===== src/rtl/uart_frame_parser.sv =====
// Pops bytes from a first-word-fall-through UART RX FIFO and parses
// [SOF][LEN][PAYLOAD x LEN][CHK] frames onto a valid/ready payload stream.
module uart_frame_parser #(
  parameter int                   DATA_BITS   = 8,
  parameter logic [DATA_BITS-1:0] SOF         = 8'hA5,
  parameter int                   MAX_LEN     = 16,
  parameter int                   TIMEOUT_CYC = 100000
) (
  input  logic                 clk,
  input  logic                 rst,
  input  logic                 rx_empty,
  input  logic [DATA_BITS-1:0] rd_data,
  output logic                 rd_uart,
  output logic [DATA_BITS-1:0] pl_data,
  output logic                 pl_valid,
  input  logic                 pl_ready,
  output logic                 pl_last,
  output logic                 frame_ok,
  output logic                 frame_err,
  output logic [1:0]           err_code
);

  localparam logic [DATA_BITS-1:0] MAX_LEN_V  = DATA_BITS'(MAX_LEN);
  localparam logic [DATA_BITS-1:0] ONE        = DATA_BITS'(1);
  localparam logic [DATA_BITS-1:0] ZERO       = '0;
  localparam bit                   TIMER_EN   = (TIMEOUT_CYC > 0);
  localparam logic [31:0]          TIMER_LAST = (TIMEOUT_CYC > 0) ? 32'(TIMEOUT_CYC - 1) : 32'd0;

  localparam logic [1:0] ERR_NONE    = 2'd0;
  localparam logic [1:0] ERR_LEN     = 2'd1;
  localparam logic [1:0] ERR_CHK     = 2'd2;
  localparam logic [1:0] ERR_TIMEOUT = 2'd3;

  typedef enum logic [1:0] {
    ST_HUNT,
    ST_LEN,
    ST_PAYLOAD,
    ST_CHK
  } state_t;

  state_t               state;
  state_t               state_next;
  logic [DATA_BITS-1:0] cnt;
  logic [DATA_BITS-1:0] chk;
  logic [31:0]          timer;
  logic                 accept;
  logic                 pop;
  logic                 timeout;
  logic                 ok_next;
  logic                 err_next;
  logic [1:0]           code_next;

  always_ff @(posedge clk or posedge rst) begin
    if (rst) begin
      state <= ST_HUNT;
    end else begin
      state <= state_next;
    end
  end

  // Payload pops are throttled by the output register; all other states drain freely.
  always_comb begin
    accept     = (state == ST_PAYLOAD) ? (~pl_valid | pl_ready) : 1'b1;
    pop        = ~rst & ~rx_empty & accept;
    timeout    = TIMER_EN && (state != ST_HUNT) && rx_empty && (timer == TIMER_LAST);
    state_next = state;
    ok_next    = 1'b0;
    err_next   = 1'b0;
    code_next  = err_code;
    case (state)
      ST_HUNT: begin
        if (pop && (rd_data == SOF)) begin
          state_next = ST_LEN;
        end
      end
      ST_LEN: begin
        if (pop) begin
          if (rd_data > MAX_LEN_V) begin
            err_next   = 1'b1;
            code_next  = ERR_LEN;
            state_next = ST_HUNT;
          end else if (rd_data == ZERO) begin
            state_next = ST_CHK;
          end else begin
            state_next = ST_PAYLOAD;
          end
        end
      end
      ST_PAYLOAD: begin
        if (pop && (cnt == ONE)) begin
          state_next = ST_CHK;
        end
      end
      ST_CHK: begin
        if (pop) begin
          if (rd_data == chk) begin
            ok_next   = 1'b1;
            code_next = ERR_NONE;
          end else begin
            err_next  = 1'b1;
            code_next = ERR_CHK;
          end
          state_next = ST_HUNT;
        end
      end
      default: state_next = ST_HUNT;
    endcase
    if (timeout) begin
      err_next   = 1'b1;
      code_next  = ERR_TIMEOUT;
      state_next = ST_HUNT;
    end
  end

  assign rd_uart = pop;

  always_ff @(posedge clk or posedge rst) begin
    if (rst) begin
      cnt       <= '0;
      chk       <= '0;
      timer     <= '0;
      pl_data   <= '0;
      pl_valid  <= 1'b0;
      pl_last   <= 1'b0;
      frame_ok  <= 1'b0;
      frame_err <= 1'b0;
      err_code  <= ERR_NONE;
    end else begin
      frame_ok  <= ok_next;
      frame_err <= err_next;
      err_code  <= code_next;

      if ((state == ST_LEN) && pop) begin
        cnt <= rd_data;
        chk <= rd_data;
      end else if ((state == ST_PAYLOAD) && pop) begin
        cnt <= cnt - ONE;
        chk <= chk ^ rd_data;
      end

      // A pending byte keeps draining even if the frame was aborted by a timeout.
      if ((state == ST_PAYLOAD) && pop) begin
        pl_data  <= rd_data;
        pl_valid <= 1'b1;
        pl_last  <= (cnt == ONE);
      end else if (pl_ready) begin
        pl_valid <= 1'b0;
        pl_last  <= 1'b0;
      end

      if ((state == ST_HUNT) || pop || timeout) begin
        timer <= '0;
      end else if (rx_empty) begin
        timer <= timer + 32'd1;
      end
    end
  end

endmodule


===== config.mk =====
export PLATFORM = sky130hd
export DESIGN_NAME = uart_frame_parser
export DESIGN_NICKNAME = d
export VERILOG_FILES = /design/src/rtl/uart_frame_parser.sv
export SDC_FILE = /design/constraint.sdc
export NUM_CORES = 1
export LEC_CHECK = 0
export ABC_AREA = 1
export CAP_MARGIN = 20
export CORE_ASPECT_RATIO = 0.7
export CORE_UTILIZATION = 35
export DETAILED_ROUTE_END_ITERATION = 6
export DONT_BUFFER_PORTS = 1
export PLACE_DENSITY = 0.6
export SLEW_MARGIN = 5
export SYNTH_ARGS = -nofsm -noshare
export SYNTH_HDL_FRONTEND = slang
export SYNTH_SLANG_ARGS = --single-unit

===== constraint.sdc =====
create_clock -name clk -period 2.5 [get_ports clk]
set_input_delay 0.75 -clock clk [delete_from_list [all_inputs] [get_ports clk]]
set_output_delay 0.75 -clock clk [all_outputs]
set_load 0.005 [all_outputs]

* Word level (Yosys, flattened, before mapping) *
Index checks and enable logic that the tools add are counted.

cells by class
  add/subtract/negate cells = 2
  multipliers = 0
  divide/modulo/power cells = 0
  order comparisons = 1
  eq/ne operators = 12
  shift-type cells = 0
  muxes and demuxes = 33
  bitwise logic cells = 7
  reduce and logical (&&, ||, !) cells = 17

operators by type and width
  operator                                                        count
  2-to-1 mux 32 bit                                               2
  adder 32 x 1 -> 32 bit (second input constant)                  1
  equality test 32 x 17 -> 1 bit (second input constant)          1
  2-to-1 mux 8 bit                                                4
  2-to-1 mux 2 bit                                                11
  2-to-1 mux 1 bit                                                13
  != test 3 bit (second input constant)                           4
  equality test 8 x 1 -> 1 bit (second input constant)            1
  equality test 8 bit                                             1
  equality test 8 bit (second input constant)                     1
  greater-than comparator 8 x 5 -> 1 bit (second input constant)  1
  zero test 8 bit                                                 1
  case mux 2 bit (4 select lines)                                 1
  AND reduction 4 bit                                             2
  nonzero test 2 bit                                              4
  subtractor 8 x 1 -> 8 bit (second input constant)               1
  bitwise XOR 8 bit                                               1
  logical AND 1 bit                                               6
  equality test 2 bit (second input constant)                     2
  case mux 2 bit (2 select lines)                                 1
  != test 3 x 2 -> 1 bit (second input constant)                  1
  inverter 1 bit                                                  3
  nonzero test 3 bit                                              1
  AND 1 bit                                                       2
  other kinds (5)                                                 6

storage, ports and cells
  bits in registers = 64
  latch bits = 0
  bits in writable memories = 0
  bits in read-only memories = 0
  input bits = 12
  memories kept = 0

* Depth between registers and ports, before layout *
Gate-level depths: netlist (run 1).

  depth in word-level cells = 8
  depth in mapped cells = 11
  gate-level depth less buffers = 11

* Least setup slack after synthesis (run 1) *
No wires, ideal clock.

  kind = input-to-output
  start = in pl_ready
  end = out rd_uart
  arrival time = 1.180 ns
  setup slack = 0.570 ns
  stages = 4
  cell sequence = inv_1 > nand2_1 > o21ai_4 > inv_2

on the way
  longest elaborated chain between the ends = 3

ends and longest elaborated chain
  element             RTL line  source
  start: declaration  16        input logic pl_ready,
  OR 1 bit            63        accept = (state == ST_PAYLOAD) ? (~pl_valid | pl_ready) : 1'b1;
  2-to-1 mux 1 bit    63
  AND 1 bit           64        pop = ~rst & ~rx_empty & accept;
  end: declaration    13        output logic rd_uart,

Every way passes these cells.

* Final worst setup path (run 1) *
  start = reg state[1]
  end = out rd_uart

on the way
  longest elaborated chain between the ends = 3

ends and longest elaborated chain
  element                   RTL line  source
  start: declaration        41        state_t state;
  start signal: assignment  57        state <= state_next;
  equality test 2 bit       63
  2-to-1 mux 1 bit          63
  AND 1 bit                 64

Every way passes these cells.

==> results of run 1 <==
-- sequential cells by signal (all words and copies together), names as in the netlist --
signal and flops:
frame_ok 1, err_code 2, pl_last 1, pl_valid 1, timer 32, state 2, frame_err 1, cnt 8
pl_data 8, chk 8
-- Yosys cell counts, drive strengths merged --
cell / count / area [um2]
nor2b: 1 / 6.26
xnor2: 8 / 70.1
nand3b: 3 / 22.5
and3: 1 / 6.26
ha: 3 / 37.5
dfrtp: 64 / 1600
a211oi: 1 / 7.51
o21a: 1 / 7.51
buf: 10 / 82.6
o211ai: 8 / 75.1
a31oi: 2 / 12.5
o21ai: 16 / 91.3
a21oi: 9 / 48.8
nand3: 34 / 210
o221ai: 3 / 26.3
nor3: 18 / 105
nor3b: 3 / 22.5
nor4: 3 / 18.8
xor2: 16 / 140
nor2: 84 / 370
nand2: 141 / 552
nand4: 9 / 56.3
inv: 71 / 269
-- power groups by stage --
stage               Sequential (mW)  Clock, mW  Combinational [mW]
detailed placement             1.08          0              0.0967
global route                   1.06       1.47               0.109
CTS                            1.06       1.43              0.0972
floorplan                      1.08          0              0.0785
finish                         1.06       1.41              0.0950
global placement               1.08          0              0.0941
-- how the worst max path moves through the flow --
stage,from,cells after the start,end,slack (ns)
6_report,state[1]$_DFFE_PP0P_,3,rd_uart,0.37
5_1_grt,state[1]$_DFFE_PP0P_,3,rd_uart,0.28
4_1_cts,state[1]$_DFFE_PP0P_,3,rd_uart,0.38
3_5_place_dp,pl_ready,9,cnt[3]$_DFFE_PP0P_,0.39
3_3_place_gp,pl_ready,9,chk[6]$_DFFE_PP0P_,0.45
2_1_floorplan,rst,1,chk[0]$_DFFE_PP0P_,0.15
-- logic make-up after synthesis --
logic type / share of synthesized area, %
buf+inv: 9.16
flops: 41.7
compound gates: 7.01
fa+ha+maj: 0.978
simple gates: 35.7
xor+xnor: 5.47
-- layout make-up --
cell class	instances	area share, %
clock inverters	2	1.40
multi-input cells	364	43.8
inverters	71	6.25
flip-flops and latches	64	37.2
well taps	148	4.30
clock buffers	14	6.37
repair buffers	2	0.640
-- stage by stage --
step | cell area [um2] | power (mW) | hold slack [ns] | instances
2_1_floorplan | 3840 | 1.16 | 0.463 | 509
3_3_place_gp | 3970 | 1.17 | 0.481 | 649
3_5_place_dp | 3970 | 1.18 | 0.487 | 649
4_1_cts | 4300 | 2.59 | 0.274 | 665
5_1_grt | 4300 | 2.64 | 0.290 | 665
6_report | 4300 | 2.57 | 0.271 | 665
-- worst max-delay path: cells and delay by family (launching register included) --
kind,cells,cell delay [ns]
simple gates,1,0.16
compound gates,1,0.24
buf+inv,1,0.12
flops,1,0.53
-- metal layers --
| layer | up-vias | track usage (%) | part of all wire (%) |
|---|---|---|---|
| li1 | 1614 | - | - |
| met1 | 1493 | 25.7 | 53 |
| met2 | 81 | 26.4 | 41 |
| met3 | 5 | 4.86 | 5.1 |
| met4 | 0 | 6.28 | 0.88 |
| met5 | - | 0 | 0 |
==> flow_summary.ini, run 1 <==
[route]
first_iter_violations = 258
totalWireLength_um = 9090
ant_nets = 0
vias = 3193
dr.pass1.iters = 5
wl_per_cell_um = 13.7
viasPerCell = 4.80
drc_errors = 0

[power_and_ir_drop]
p_sw_mw = 0.530
p_int_mw = 2.04
comb_power_share_pct = 3.7
power_leakage_nw = 1.87
irDropWorstVdd_mv = 0.308
powerDensity_nw_per_um2 = 596
power.share.clock_pct = 54.9
power_frac_seq_pct = 41.4
swShare_pct = 20.6

[clock_tree]
ctsResizeCount = 0
cts_buffer_depth = 2
clock_latency_ns = 0.34
cts_made_buffers = 9
path_clk_slew_ns = 0.05
h-tree-depth = 3
cts_tree = done
post_cts_buffers = 0
clkSinkCount = 64
postCtsHoldBufs = 0
clockRootBuffer = clkbuf_16

[finish]
final_cell_mix = nand2_1 (136), nor2_1 (68), dfrtp_1 (64)
final_layout_size_suffix_gt1_share_pct = 11.2
fillCellCount = 1030
final_core_util_pct = 40.9
area_delta_synth_final_pct = 12.1
multi_input_area_um2 = 1890
mostFrequentLayoutCell = nand2_1
seqCellArea_um2 = 1600
finalNetCount = 527
n_antenna_cell = 0

[critical_path]
critPathCaptureType = primary output
cp.arrival_ns = 1.38
worst-setup-path-type = reg -> out
reg2regPathDepth = 9
critical_path.cell_chain = nand2_2 > o21ai_4 > inv_2
worstPathRequired_ns = 1.75
r2r-end = timer[28]$_DFFE_PP0P_
reg2reg_slack_ns = 0.61
crit_fanout = 7
crit_slowest_cell = dfrtp_1
r2r-start = timer[0]$_DFFE_PP0P_
slowest_delay_ns = 0.53
start_kind = register

[sta]
worst_pin_slew_ns = 0.414
fmax_mhz = 470
finalHoldViolCount = 0
skew_ns = 0.00772
fin_ws_ns = 0.372
tns_ns = 0
slew_headroom_pct = 72.2
rsz0062_at_grt = false
slew_viol_final = 0
setup-violations-final = 0
post-route-min-period_ns = 2.13
fin_crit_sh_pct = 85.1

[floorplan]
coreArea_um2 = 10500
ios = 27
rows = 31
die_h_um = 89.6
dieArea_um2 = 11400
fp.dieW_um = 127
initial_utilization_pct = 36.5

[worst_hold_path]
hp-class = in -> async

[synth]
yosys_warnings = 0
ys_seq_area_share_pct = 41.7
ys_seq_elements = 64
synth_cells = 509
synth_nets = 524
synth.distinct_cells = 38
syn_avg_cell_area_um2 = 7.54
syn_area_um2 = 3840

[global_routing]
grt_first_pass_wirelength_um = 15800
grt_max_degree = 50
track_usage_pct = 18.1
grt_pass1_vias = 3097
gr-total-overflow = 0
antenna_found_initial = 0

[placement]
port_buffers = 0
hpwl_um = 6690
place.gp.congestion = 0.832
place_ws_ns = 0.394

[flow_run]
drv_cap = 0

[run_status]
status = complete, no violations
(Power assumes the default switching activity.)
==> run 2: changes to the inputs <==
--- a/config.mk
+++ b/config.mk
@@ -7,11 +7,13 @@
 export LEC_CHECK = 0
 export ABC_AREA = 1
 export CAP_MARGIN = 20
+export CELL_PAD_IN_SITES_DETAIL_PLACEMENT = 1
+export CELL_PAD_IN_SITES_GLOBAL_PLACEMENT = 1
 export CORE_ASPECT_RATIO = 0.7
 export CORE_UTILIZATION = 35
 export DETAILED_ROUTE_END_ITERATION = 6
 export DONT_BUFFER_PORTS = 1
-export PLACE_DENSITY = 0.6
+export PLACE_DENSITY = 0.73
 export SLEW_MARGIN = 5
 export SYNTH_ARGS = -nofsm -noshare
 export SYNTH_HDL_FRONTEND = slang
==> run 2 against run 1 <==
Compared with the run above:
- combinational power is 5% higher
- total power is 6.5% lower
- clock power is 12% lower
- register-to-register slack worse by 0.07 ns
- sequential share of layout area is 0.20 points higher
- routed wire length is 17% higher
- utilization is 0.21 points lower
- critical path type unchanged
- final area is 0.52% lower
- first-iteration DRC count is 26% lower
- highest routed layer unchanged
- maximum frequency is 0.34% higher
- cell count is 0.45% higher
- setup slack better by 0.0072 ns
==> flow_summary.ini, run 2 (same netlist as run 1, synthesis figures left out) <==
[floorplan]
die_h_um = 89.6
coreArea_um2 = 10500
rows = 31
fp.dieW_um = 127
ios = 27
initial_utilization_pct = 36.5
dieArea_um2 = 11400

[finish]
area_delta_synth_final_pct = 11.5
final_layout_size_suffix_gt1_share_pct = 11.9
finalNetCount = 530
largest-register = timer
largest_register_ffs = 32
mostFrequentLayoutCell = nand2_1
final_cell_mix = nand2_1 (136), nor2_1 (68), dfrtp_1 (64)
n_antenna_cell = 0

[critical_path]
start_kind = register
worstPathRequired_ns = 1.75
cpMostUsedCell = inv_2
reg2regPathDepth = 9
worst-setup-path-type = reg -> out
r2r-end = timer[28]$_DFFE_PP0P_
r2r-start = timer[1]$_DFFE_PP0P_
slowest_delay_ns = 0.47
crit_fanout = 7
reg2reg_slack_ns = 0.54
critPathCaptureType = primary output
cp.arrival_ns = 1.37
crit_slowest_cell = dfrtp_1
critical_path.cell_chain = inv_2 > nand2_2 > o21ai_4 > inv_2

[power_and_ir_drop]
power.share.clock_pct = 51.5
powerDensity_nw_per_um2 = 560
comb_power_share_pct = 4.2
p_sw_mw = 0.549
finalPower_mw = 2.40
power_leakage_nw = 1.86
power_frac_seq_pct = 44.3
irDropWorstVdd_mv = 0.325
swShare_pct = 22.9
p_int_mw = 1.85

[sta]
fmax_mhz = 472
slew_headroom_pct = 76.1
slew_viol_final = 0
fin_crit_sh_pct = 84.8
setup-violations-final = 0
post-route-min-period_ns = 2.12
tns_ns = 0
skew_ns = 0.00693
rsz0062_at_grt = false
worst_pin_slew_ns = 0.356
finalHoldViolCount = 0

[placement]
place.gp.congestion = 0.848
port_buffers = 0
hpwl_um = 8270

[route]
dr.pass1.iters = 4
ant_nets = 0
totalWireLength_um = 10600
drc_errors = 0
vias = 3319
viasPerCell = 4.97
first_iter_violations = 190
wl_per_cell_um = 15.9

[clock_tree]
post_cts_buffers = 0
ctsResizeCount = 0
path_clk_slew_ns = 0.06
postCtsHoldBufs = 0
h-tree-depth = 3
cts_made_buffers = 9
cts_tree = done
clock_latency_ns = 0.34
clockRootBuffer = clkbuf_16
cts_buffer_depth = 2
clkSinkCount = 64

[worst_hold_path]
hp-class = in -> async

[global_routing]
antenna_found_initial = 0
track_usage_pct = 21.1
grt_first_pass_wirelength_um = 18300
grt_max_degree = 40
gr-total-overflow = 0
grt_pass1_vias = 3528

[run_status]
status = complete, no violations

[flow_run]
drv_cap = 0
==> run 2: cell type report <==
cell class / instances / area, um2
Tap cell: 148 / 185
Sequential cell: 64 / 1600
Timing Repair Buffer: 5 / 50.0
Clock inverter: 6 / 60.1
Inverter: 71 / 269
Multi-Input combinational cell: 364 / 1890
Fill cell: 1317 / 6230
Clock buffer: 10 / 229
==> run 2: worst max-delay path, delay by kind of cell (launching register included) <==
family / cells / cell delay (ns)
flops: 1 / 0.47
buf+inv: 2 / 0.22
compound gates: 1 / 0.26
simple gates: 1 / 0.09
==> run 2: worst max-delay path by stage <==
stage	from	endpoint	slack [ns]	depth (start not counted)
2_1_floorplan	rst	chk[0]$_DFFE_PP0P_	0.15	1
3_3_place_gp	pl_ready	cnt[3]$_DFFE_PP0P_	0.49	9
3_5_place_dp	pl_ready	cnt[3]$_DFFE_PP0P_	0.42	9
4_1_cts	state[0]$_DFFE_PP0P_	rd_uart	0.37	4
5_1_grt	state[1]$_DFFE_PP0P_	rd_uart	0.28	3
6_report	state[0]$_DFFE_PP0P_	rd_uart	0.38	4
==> run 2: power by group through the flow <==
stage	clock network, mW	logic (mW)	registers [mW]
final	1.24	0.100	1.06
after global routing	1.31	0.116	1.06
after CTS	1.26	0.103	1.06
after detailed placement	0	0.102	1.08
after global placement	0	0.0980	1.08
after floorplan	0	0.0785	1.08
==> run 2: stage by stage <==
stage | area (um2) | instances | worst slack, ns | hold slack [ns] | utilization [%]
after floorplan | 3840 | 509 | 0.152 | 0.463 | -
after global placement | 3990 | 652 | 0.487 | 0.482 | 38.0
after detailed placement | 3990 | 652 | 0.416 | 0.500 | 38.0
after CTS | 4280 | 668 | 0.369 | 0.181 | 40.7
after global routing | 4280 | 668 | 0.277 | 0.185 | 40.7
final | 4280 | 668 | 0.379 | 0.182 | 40.7
==> run 2: metal layers <==
metal | track usage (%) | up-vias | routed length, um
li1 | - | 1622 | -
met1 | 30.1 | 1642 | 5550
met2 | 32.2 | 43 | 4570
met3 | 4.44 | 12 | 387
met4 | 6.60 | 0 | 142
met5 | 0 | - | 0
==> run 3: changes to the inputs <==
--- a/config.mk
+++ b/config.mk
@@ -13,7 +13,7 @@
 export CORE_UTILIZATION = 35
 export DETAILED_ROUTE_END_ITERATION = 6
 export DONT_BUFFER_PORTS = 1
-export PLACE_DENSITY = 0.73
+export PLACE_DENSITY = 0.75
 export SLEW_MARGIN = 5
 export SYNTH_ARGS = -nofsm -noshare
 export SYNTH_HDL_FRONTEND = slang
==> constraint.sdc (replaced) <==
create_clock -name clk -period 1.7 [get_ports clk]
set_input_delay 0.51 -clock clk [delete_from_list [all_inputs] [get_ports clk]]
set_output_delay 0.51 -clock clk [all_outputs]
set_load 0.005 [all_outputs]
==> run 3 against run 2 <==
Compared with the run above:
- the run now ends with negative setup slack left
- via count up 7.1%
- critical path depth increased by 6
- non-clock buffer count grew 32
- critical endpoint is now timer[28]$_DFFE_PP0P_
==> flow_summary.ini, run 3 (same netlist as run 1, synthesis figures left out) <==
[route]
drc_errors = 0
wl_per_cell_um = 17.7
dr.pass1.iters = 4
totalWireLength_um = 12400
ant_nets = 0
first_iter_violations = 227
vias = 3555
viasPerCell = 5.09

[run_status]
status = complete, but fails checks
violations = negative setup slack

[critical_path]
worstPathRequired_ns = 1.93
reg2regPathDepth = 10
r2r-start = timer[1]$_DFFE_PP0P_
cp.arrival_ns = 2.02
reg2reg_slack_ns = -0.09
critPathCaptureType = register
r2r-end = timer[28]$_DFFE_PP0P_
start_kind = register
crit_fanout = 12
worst-setup-path-type = reg -> reg

[clock_tree]
clockRootBuffer = clkbuf_16
cts_tree = done
clock_latency_ns = 0.34
cts_buffer_depth = 2
path_clk_slew_ns = 0.06
cts_made_buffers = 9
h-tree-depth = 3
clkSinkCount = 64

[worst_hold_path]
hp-class = in -> reg
min-delay-start = rd_data[4]
min_to = pl_data[4]$_DFFE_PP0P_
holdPathStages = 2

[placement]
place_area_um2 = 4140
port_buffers = 0
hpwl_um = 8340
place.gp.congestion = 0.825

[sta]
worst_pin_slew_ns = 0.435
finalHoldViolCount = 0
whs_ns = 0.296
fmax_mhz = 558
fin_ws_ns = -0.0925
fin_crit_sh_pct = 105
post-route-min-period_ns = 1.79
slew_headroom_pct = 70.8
slew_viol_final = 0
rsz0062_at_grt = true
skew_ns = 0.00516
setup-violations-final = 33

[power_and_ir_drop]
powerDensity_nw_per_um2 = 712
swShare_pct = 23.4
power_frac_seq_pct = 45.1
finalPower_mw = 3.47
irDropWorstVdd_mv = 0.489
p_int_mw = 2.65
power.share.clock_pct = 50.4
comb_power_share_pct = 4.6
power_leakage_nw = 2.16
p_sw_mw = 0.812

[finish]
mostFrequentLayoutCell = nand2_1
largest-register = timer
final_cell_mix = nand2_1 (119), inv_1 (62), dfrtp_1 (62)
area_delta_synth_final_pct = 26.8
largest_register_ffs = 32
final_area_um2 = 4870
finalNetCount = 562
multi_input_area_um2 = 2140
seqCellArea_um2 = 1600
n_antenna_cell = 0
final_layout_size_suffix_gt1_share_pct = 26.0
fillCellCount = 1273

[floorplan]
rows = 31
die_h_um = 89.6
ios = 27
dieArea_um2 = 11400
coreArea_um2 = 10500
fp.dieW_um = 127
initial_utilization_pct = 36.5

[global_routing]
antenna_found_initial = 0
track_usage_pct = 21.9
grt_max_degree = 55
gr-total-overflow = 0
grt_pass1_vias = 3570
grt_first_pass_wirelength_um = 18900

[flow_run]
drv_cap = 0
==> run 3: cell type report <==
type / instances / area share, %
clock inverters: 3 / 0.360
clock buffers: 12 / 5.27
inverters: 71 / 5.91
well taps: 148 / 3.80
multi-input cells: 364 / 43.9
repair buffers: 37 / 7.79
flip-flops and latches: 64 / 32.9
==> run 3: metal layers <==
metal | GRT usage [%] | up-vias | routed length (um)
met1 | 30.6 | 1796 | 5930
li1 | - | 1680 | -
met3 | 3.97 | 7 | 534
met5 | 0 | - | 0
met4 | 6.60 | 0 | 110
met2 | 34.9 | 72 | 5810
==> run 3: how the worst max path moves through the flow <==
stage	start	cells past startpoint	slack, ns	to
after detailed placement	timer[1]$_DFFE_PP0P_	10	-0.11	timer[18]$_DFFE_PP0P_
final	timer[1]$_DFFE_PP0P_	10	-0.09	timer[28]$_DFFE_PP0P_
after global placement	timer[0]$_DFFE_PP0P_	10	0.002	timer[18]$_DFFE_PP0P_
after floorplan	rx_empty	9	0.11	chk[5]$_DFFE_PP0P_
after global routing	timer[1]$_DFFE_PP0P_	10	-0.15	timer[10]$_DFFE_PP0P_
after CTS	timer[1]$_DFFE_PP0P_	10	-0.02	timer[18]$_DFFE_PP0P_
==> run 3: what timing repair did <==
action                                 4_1_cts  5_1_grt
gates resized for setup                     12       66
endpoints found under the hold margin       10        0
gates cloned                                 1        0
buffers inserted                             4        9
setup endpoints to repair                   19       36
hold buffers                                 1        0
pin swaps                                    8       25
==> run 3: power by group through the flow <==
stage / clock network [mW] / registers, mW / logic [mW]
6_report: 1.75 / 1.56 / 0.158
5_1_grt: 1.84 / 1.56 / 0.179
4_1_cts: 1.78 / 1.56 / 0.155
3_5_place_dp: 0 / 1.59 / 0.148
3_3_place_gp: 0 / 1.59 / 0.143
2_1_floorplan: 0 / 1.58 / 0.116
==> run 3: worst max-delay path: stages, from the launching register on <==
cell,delay [ns]
dfrtp_1,0.39
ha_2,0.23
nand2_2,0.09
nor2_4,0.16
nand3_2,0.10
nor2_4,0.13
nand3_4,0.10
nand3_4,0.14
buf_12,0.13
inv_12,0.05
and3_4,0.16
==> run 3: metrics by stage <==
stage | utilization, % | setup WS [ns] | cells | setup TNS (ns)
6_report | 46.3 | -0.0925 | 699 | -1.78
5_1_grt | 46.3 | -0.152 | 699 | -4.15
4_1_cts | 43.2 | -0.0238 | 691 | -0.157
3_5_place_dp | 39.4 | -0.115 | 670 | -0.886
3_3_place_gp | 39.4 | 0.00152 | 670 | 0
2_1_floorplan | - | 0.107 | 509 | 0
